===== src/rtl/i2c_arb_pkg.sv =====
// Shared types and widths for the two-requester I2C register-engine arbiter.
package i2c_arb_pkg;

    localparam int NUM_REQ = 2;
    localparam int DEV_W   = 7;
    localparam int REG_W   = 8;
    localparam int DAT_W   = 8;

    typedef enum logic [1:0] {
        ST_IDLE = 2'd0,
        ST_OWN  = 2'd1,
        ST_WAIT = 2'd2,
        ST_RESP = 2'd3
    } arb_state_t;

    function automatic logic [NUM_REQ-1:0] owner_mask(input logic sel);
        return sel ? 2'b10 : 2'b01;
    endfunction

endpackage


===== src/rtl/arb_watchdog.sv =====
// Down-counter reloaded by clear; expire is high once LIMIT cycles have elapsed since the last clear.
module arb_watchdog #(
    parameter int unsigned LIMIT = 1000
) (
    input  logic clk,
    input  logic rst,
    input  logic clear,
    output logic expire
);

    localparam int unsigned CNT_W = (LIMIT > 1) ? $clog2(LIMIT) : 1;
    localparam logic [CNT_W-1:0] LOAD = CNT_W'((LIMIT > 0) ? LIMIT - 1 : 0);

    logic [CNT_W-1:0] cnt;

    // The reload value is LIMIT-1 so expire rises in the LIMIT-th cycle of a state.
    always_ff @(posedge clk or posedge rst) begin
        if (rst) begin
            cnt <= LOAD;
        end else if (clear) begin
            cnt <= LOAD;
        end else if (cnt != '0) begin
            cnt <= cnt - 1'b1;
        end
    end

    assign expire = (cnt == '0);

endmodule


===== src/rtl/i2c_bus_arbiter.sv =====
// Round-robin arbiter with bus lock sharing one I2C register engine between the sensor and OLED paths.
module i2c_bus_arbiter
    import i2c_arb_pkg::*;
#(
    parameter int unsigned P_SYS_CLK    = 50_000_000,
    parameter int unsigned P_TIMEOUT_US = 20_000
) (
    input  logic                     sys_clk,
    input  logic                     sys_rst,
    input  logic [NUM_REQ-1:0]       req,
    output logic [NUM_REQ-1:0]       grant,
    input  logic [NUM_REQ-1:0]       cmd_valid,
    output logic [NUM_REQ-1:0]       cmd_ready,
    input  logic [NUM_REQ*DEV_W-1:0] cmd_dev,
    input  logic [NUM_REQ*REG_W-1:0] cmd_reg,
    input  logic [NUM_REQ*DAT_W-1:0] cmd_wdata,
    input  logic [NUM_REQ-1:0]       cmd_rnw,
    output logic [NUM_REQ-1:0]       rsp_valid,
    output logic [DAT_W-1:0]         rsp_rdata,
    output logic                     rsp_err,
    output logic                     eng_start,
    output logic [DEV_W-1:0]         eng_dev,
    output logic [REG_W-1:0]         eng_reg,
    output logic [DAT_W-1:0]         eng_wdata,
    output logic                     eng_rnw,
    input  logic                     eng_done,
    input  logic [DAT_W-1:0]         eng_rdata,
    input  logic                     eng_nack,
    output logic                     eng_abort,
    output logic                     timeout_evt,
    output logic [7:0]               nack_cnt,
    output arb_state_t               dbg_state
);

    localparam int unsigned LIMIT = (P_SYS_CLK / 1_000_000) * P_TIMEOUT_US;

    arb_state_t state, state_nx;
    logic owner, owner_nx;
    logic last, last_nx;
    logic accept, abort_nx, tmo_nx;
    logic wd_expire;

    logic [DEV_W-1:0] dev_sel;
    logic [REG_W-1:0] reg_sel;
    logic [DAT_W-1:0] wdata_sel;

    arb_watchdog #(.LIMIT(LIMIT)) u_watchdog (
        .clk    (sys_clk),
        .rst    (sys_rst),
        .clear  (state_nx != state),
        .expire (wd_expire)
    );

    // Command handshake: a command transfers on a cycle where cmd_valid[i] and cmd_ready[i]
    // are both high; cmd_ready is only ever raised for the current owner while in OWN.
    always_comb begin
        state_nx = state;
        owner_nx = owner;
        last_nx  = last;
        accept   = 1'b0;
        abort_nx = 1'b0;
        tmo_nx   = 1'b0;
        case (state)
            ST_IDLE: begin
                if (req != '0) begin
                    owner_nx = (req == 2'b11) ? ~last : req[1];
                    last_nx  = owner_nx;
                    state_nx = ST_OWN;
                end
            end
            ST_OWN: begin
                if (cmd_valid[owner]) begin
                    accept   = 1'b1;
                    state_nx = ST_WAIT;
                end else if (!req[owner]) begin
                    state_nx = ST_IDLE;
                end else if (wd_expire) begin
                    tmo_nx   = 1'b1;
                    last_nx  = owner;
                    state_nx = ST_IDLE;
                end
            end
            ST_WAIT: begin
                // A completion arriving with the expiry wins; no abort is sent then.
                if (eng_done) begin
                    state_nx = ST_RESP;
                end else if (wd_expire) begin
                    abort_nx = 1'b1;
                    tmo_nx   = 1'b1;
                    state_nx = ST_RESP;
                end
            end
            ST_RESP: begin
                state_nx = req[owner] ? ST_OWN : ST_IDLE;
            end
            default: state_nx = ST_IDLE;
        endcase
    end

    always_comb begin
        dev_sel   = cmd_dev[DEV_W*int'(owner) +: DEV_W];
        reg_sel   = cmd_reg[REG_W*int'(owner) +: REG_W];
        wdata_sel = cmd_wdata[DAT_W*int'(owner) +: DAT_W];
    end

    always_ff @(posedge sys_clk or posedge sys_rst) begin
        if (sys_rst) begin
            state       <= ST_IDLE;
            owner       <= 1'b0;
            last        <= 1'b1;
            eng_start   <= 1'b0;
            eng_abort   <= 1'b0;
            timeout_evt <= 1'b0;
            eng_dev     <= '0;
            eng_reg     <= '0;
            eng_wdata   <= '0;
            eng_rnw     <= 1'b0;
            rsp_rdata   <= '0;
            rsp_err     <= 1'b0;
            nack_cnt    <= 8'd0;
        end else begin
            state       <= state_nx;
            owner       <= owner_nx;
            last        <= last_nx;
            eng_start   <= accept;
            eng_abort   <= abort_nx;
            timeout_evt <= tmo_nx;
            if (accept) begin
                eng_dev   <= dev_sel;
                eng_reg   <= reg_sel;
                eng_wdata <= wdata_sel;
                eng_rnw   <= cmd_rnw[owner];
            end
            if (state == ST_WAIT && eng_done) begin
                rsp_rdata <= eng_rdata;
                rsp_err   <= eng_nack;
            end else if (abort_nx) begin
                rsp_rdata <= '0;
                rsp_err   <= 1'b1;
            end
            if (state == ST_RESP && rsp_err && nack_cnt != 8'hFF) begin
                nack_cnt <= nack_cnt + 8'd1;
            end
        end
    end

    assign grant     = (state != ST_IDLE) ? owner_mask(owner) : '0;
    assign cmd_ready = (state == ST_OWN)  ? owner_mask(owner) : '0;
    assign rsp_valid = (state == ST_RESP) ? owner_mask(owner) : '0;
    assign dbg_state = state;

endmodule


===== config.mk =====
export PLATFORM = sky130hd
export DESIGN_NAME = i2c_bus_arbiter
export DESIGN_NICKNAME = d
export VERILOG_FILES = /design/src/rtl/i2c_arb_pkg.sv /design/src/rtl/arb_watchdog.sv /design/src/rtl/i2c_bus_arbiter.sv
export SDC_FILE = /design/constraint.sdc
export NUM_CORES = 1
export LEC_CHECK = 0
export ABC_CLOCK_PERIOD_IN_PS = 3100
export CAP_MARGIN = 40
export CELL_PAD_IN_SITES_DETAIL_PLACEMENT = 0
export CELL_PAD_IN_SITES_GLOBAL_PLACEMENT = 1
export CORE_MARGIN = 1.5
export CORE_UTILIZATION = 35
export DETAILED_ROUTE_END_ITERATION = 6
export GPL_TIMING_DRIVEN = 1
export PLACE_DENSITY = 0.85
export REMOVE_ABC_BUFFERS = 1
export SETUP_SLACK_MARGIN = 0.3
export SYNTH_ARGS = -nofsm -noshare
export SYNTH_HDL_FRONTEND = slang
export SYNTH_SLANG_ARGS = --single-unit

===== constraint.sdc =====
create_clock -name sys_clk -period 3.1 [get_ports sys_clk]
set_input_delay 0.93 -clock sys_clk [delete_from_list [all_inputs] [get_ports sys_clk]]
set_output_delay 0.93 -clock sys_clk [all_outputs]
set_load 0.01 [all_outputs]

==> flow_summary_export.csv <==
group,metric,value,unit
outcome,status,"complete, no violations",
timing,layout_min_cycle_time,2760,ps
grt,grt_pass1_vias,2888,
route,wl_per_cell,13.9,µm
route,vias,2920,
finish,largest_register_ffs,20,
floorplan,num_rows,36,
power,pwr-share-seq,33.9,%
route,remaining_drc_errors,0,
finish,stdcell_area,5140,µm²
setup_path,cpPeakStageDelay,540,ps
setup_path,critPathKind,"reg -> out",
grt,grt_pass1_wl,13500,µm
setup_path,crit_chain,"inv_1, ha_2, nor2b_1, clkdlybuf4s50_1",
timing,timing.final.hold_violations,0,
power,power_density,783,nW/µm²
yosys,synth_area_per_cell,10.7,µm²
route,antenna_left,0,
floorplan,io_pins,116,
floorplan,initial_core_util,36.2,%
grt,track_usage,16.3,%
setup_path,crit_fanout,8,
timing,setup_violations,0,
grt,grt_antenna_before_repair,0,
clock_tree,clkSinkCount,68,
floorplan,die_w,103,µm
timing,relSlewSlack,50.3,%
job,drv_cap,0,
yosys,synth_area,3530,µm²
floorplan,core,9770,µm²
placed_design,dpl-instance-area,4860,µm²
timing,worst_pin_slew,742,ps
power,internal-power,2610,µW
finish,drive_gt1_share,16.0,%
finish,fillers,906,
setup_path,r2r-start,"dbg_state[0]$_DFF_PP0_",
yosys,seq_area_frac_synth,48.6,%
timing,finClkSkew,6.16,ps
timing,fin_crit_sh,89.1,%
min_path,holdCritStartpoint,"eng_dev[4]$_DFFE_PP0P_",
clock_tree,cts_tree,"built",
power,vdd_drop_max,0.339,mV
route,wl,8170,µm
clock_tree,worstSkewPairLatency,340,ps
finish,regMostFlops,"u_watchdog.cnt",
power,p_switching,1420,µW
setup_path,r2r_end,"u_watchdog.cnt[17]$_DFFE_PP1P_",
placed_design,gp_congestion,0.763,
setup_path,cp_top_family,"buffers and inverters",
power,p_leak,0.00221,µW
yosys,yosysTopAreaCell,"dfrtp_1",
finish,multi_input_area,1700,µm²
route,post_drt_via_cell_ratio,4.96,
grt,grt_overflow_total,0,
yosys,synth.area.top_cells,"dfrtp_1 39%, dfstp_2 9.7%, mux2i_1 7.4%, xnor2_1 5.5%, o21ai_0 3.8%",
placed_design,dp_hpwl,5960,µm
clock_tree,h-tree-depth,3,
setup_path,critical_path.slowest_cell,"clkdlybuf4s50_1",
setup_path,arrival,1830,ps
yosys,synth_edf_count,0,
setup_path,reg2regPathDepth,7,
yosys,synth-async-reset-ratio,100,%
finish,n_antenna_cell,0,
yosys,post_synth_num_cell_types,60,
timing,rsz0062_at_grt,"true",
power,clkPwrFrac,20.3,%
clock_tree,clk_pin_slew_worst_paths,80,ps
clock_tree,cts_made_buffers,9,
finish,nNetsFinal,522,
setup_path,cp.required,2170,ps
grt,grt_max_degree,50,
min_path,holdPathEnd,"eng_dev[4]$_DFFE_PP0P_",
finish,final_cells,589,
finish,synthToLayoutAreaGrowth,45.5,%
placed_design,io_buffer_count,115,
timing,setup_tns,0,ps
yosys,synth_cells,329,
clock_tree,root_buffer,"clkbuf_8",
yosys,ys_seq_elements,68,
setup_path,start_kind,"flop",
floorplan,die_y,103,µm
route,drt-pass1-iter-count,4,
floorplan,die-area,10700,µm²
setup_path,critical_path.endpoint_type,"primary output",
power,power,4020,µW
min_path,hold_class,"reg -> reg",
placed_design,dp_cells,568,
power,power_switching_share,35.2,%
power,combinationalPowerShare,45.8,%
yosys,synth_top_area_share,38.9,%
finish,seq_area,1720,µm²
clock_tree,cts-hold-fix-buffers,0,
setup_path,critPathBufInv,2,
setup_path,worst-r2r-setup-slack,630,ps
timing,slew_viol_final,0,
route,drt_iter0_drc,107,
yosys,yosys_warnings,0,
timing,hold_slack,477,ps
timing,fmax,362,MHz
yosys,ys.flop_type,"dfrtp_1",
min_path,hold_depth,2,
clock_tree,clockBufferDepth,2,
## cell families (layout without fill, tap and decap cells)
kind of cell	Yosys count	count (layout)	synth area share, %
muxes	30	30	8.64
adders and majority gates	7	7	2.48
buffers and inverters	30	157	3.75
AOI/OAI and AO/OA	64	64	11.9
and+or+nand+nor	106	106	18.7
DFF	68	68	48.6
xor gates and xnor gates	24	24	5.95
## placed cells by master, fill, tap and decap left out, types with 3 or more instances in the layout
cell / n
a21oi_1: 6
nor2b_1: 5
clkbuf_8: 9
nor3_1: 9
inv_1: 8
buf_4: 13
nor3_2: 6
and4_1: 3
nand3_1: 12
nor2_1: 6
mux2_2: 3
inv_2: 3
and2_1: 4
ha_1: 5
a22o_1: 9
a211oi_1: 4
or4_4: 3
clkinv_4: 3
nand2_1: 32
dfstp_2: 13
clkdlybuf4s50_1: 113
or3_1: 3
and3_1: 3
mux2i_1: 26
dfrtp_1: 53
xnor2_1: 22
o21ai_0: 27
## final cells by class
cell class / instances / area share (%)
multi-input cells: 231 / 33.0
flip-flops and latches: 68 / 33.5
repair buffers: 130 / 25.2
clock inverters: 7 / 1.95
well taps: 133 / 3.24
clock buffers: 9 / 2.41
inverters: 11 / 0.803
## cell usage after synthesis, drive strengths merged, types with 2 or more instances
library cell and n:
dfrtp 55, nand2 32, o21ai 29, mux2i 26, xnor2 22, nor3 15
dfstp 13, nand3 13, inv 11, clkbuf 10, a22o 9, buf 9
ha 7, a21oi 6, nor2 6, nor2b 5, or4 5, a211oi 4
and2 4, mux2 4, nor4 4, nor4b 4, and3 3, and4 3
or3 3, a2111oi 2, a22oi 2, nand4 2, nor3b 2, o21a 2
or2 2, or3b 2, xor2 2
## power by group through the flow
stage	Sequential [µW]	Combinational, µW	Clock [µW]
after detailed placement	1380	1800	0
after floorplan	1520	764	0
after CTS	1370	1820	848
final	1360	1840	818
after global routing	1400	2020	893
after global placement	1370	1790	0
## tightest hold or removal path, delay by kind of cell, from the launching register on
family	cells	cell delay (ps)
AND/OR/NAND/NOR	1	50
flip-flops	1	340
AO/OA/AOI/OAI	1	60
## layer usage
layer  track usage [%]  vias to the layer above  share of wire (%)
li1                  -                     1428                  -
met2              25.1                       83                 46
met1              21.4                     1402                 46
met3              5.17                        7                6.8
met4              6.44                        0                1.1
met5                 0                        -                  0
## per-stage QoR
stage,utilization [%],setup WS (ps)
2_1_floorplan,-,423
3_3_place_gp,49.7,27.3
3_5_place_dp,49.7,-42.2
4_1_cts,52.1,284
5_1_grt,52.6,245
6_report,52.6,338
## worst max path at each step
stage               depth (start not counted)                        endpoint                    from
floorplan                                   5  u_watchdog.cnt[10]$_DFFE_PP0P_       owner$_DFFE_PP0P_
global placement                            6  u_watchdog.cnt[18]$_DFFE_PP1P_                  req[0]
detailed placement                          6   u_watchdog.cnt[3]$_DFFE_PP1P_                  req[0]
CTS                                         4                        grant[1]  dbg_state[0]$_DFF_PP0_
global route                                4                        grant[0]  dbg_state[0]$_DFF_PP0_
finish                                      4                        grant[1]  dbg_state[0]$_DFF_PP0_
## timing repair
action / in CTS / in global routing
resized for setup: 5 / 3
buffers inserted: 0 / 5
setup endpoints to repair: 4 / 15
pin swaps: 0 / 0
No activity file was read; power rests on OpenSTA's default activity.
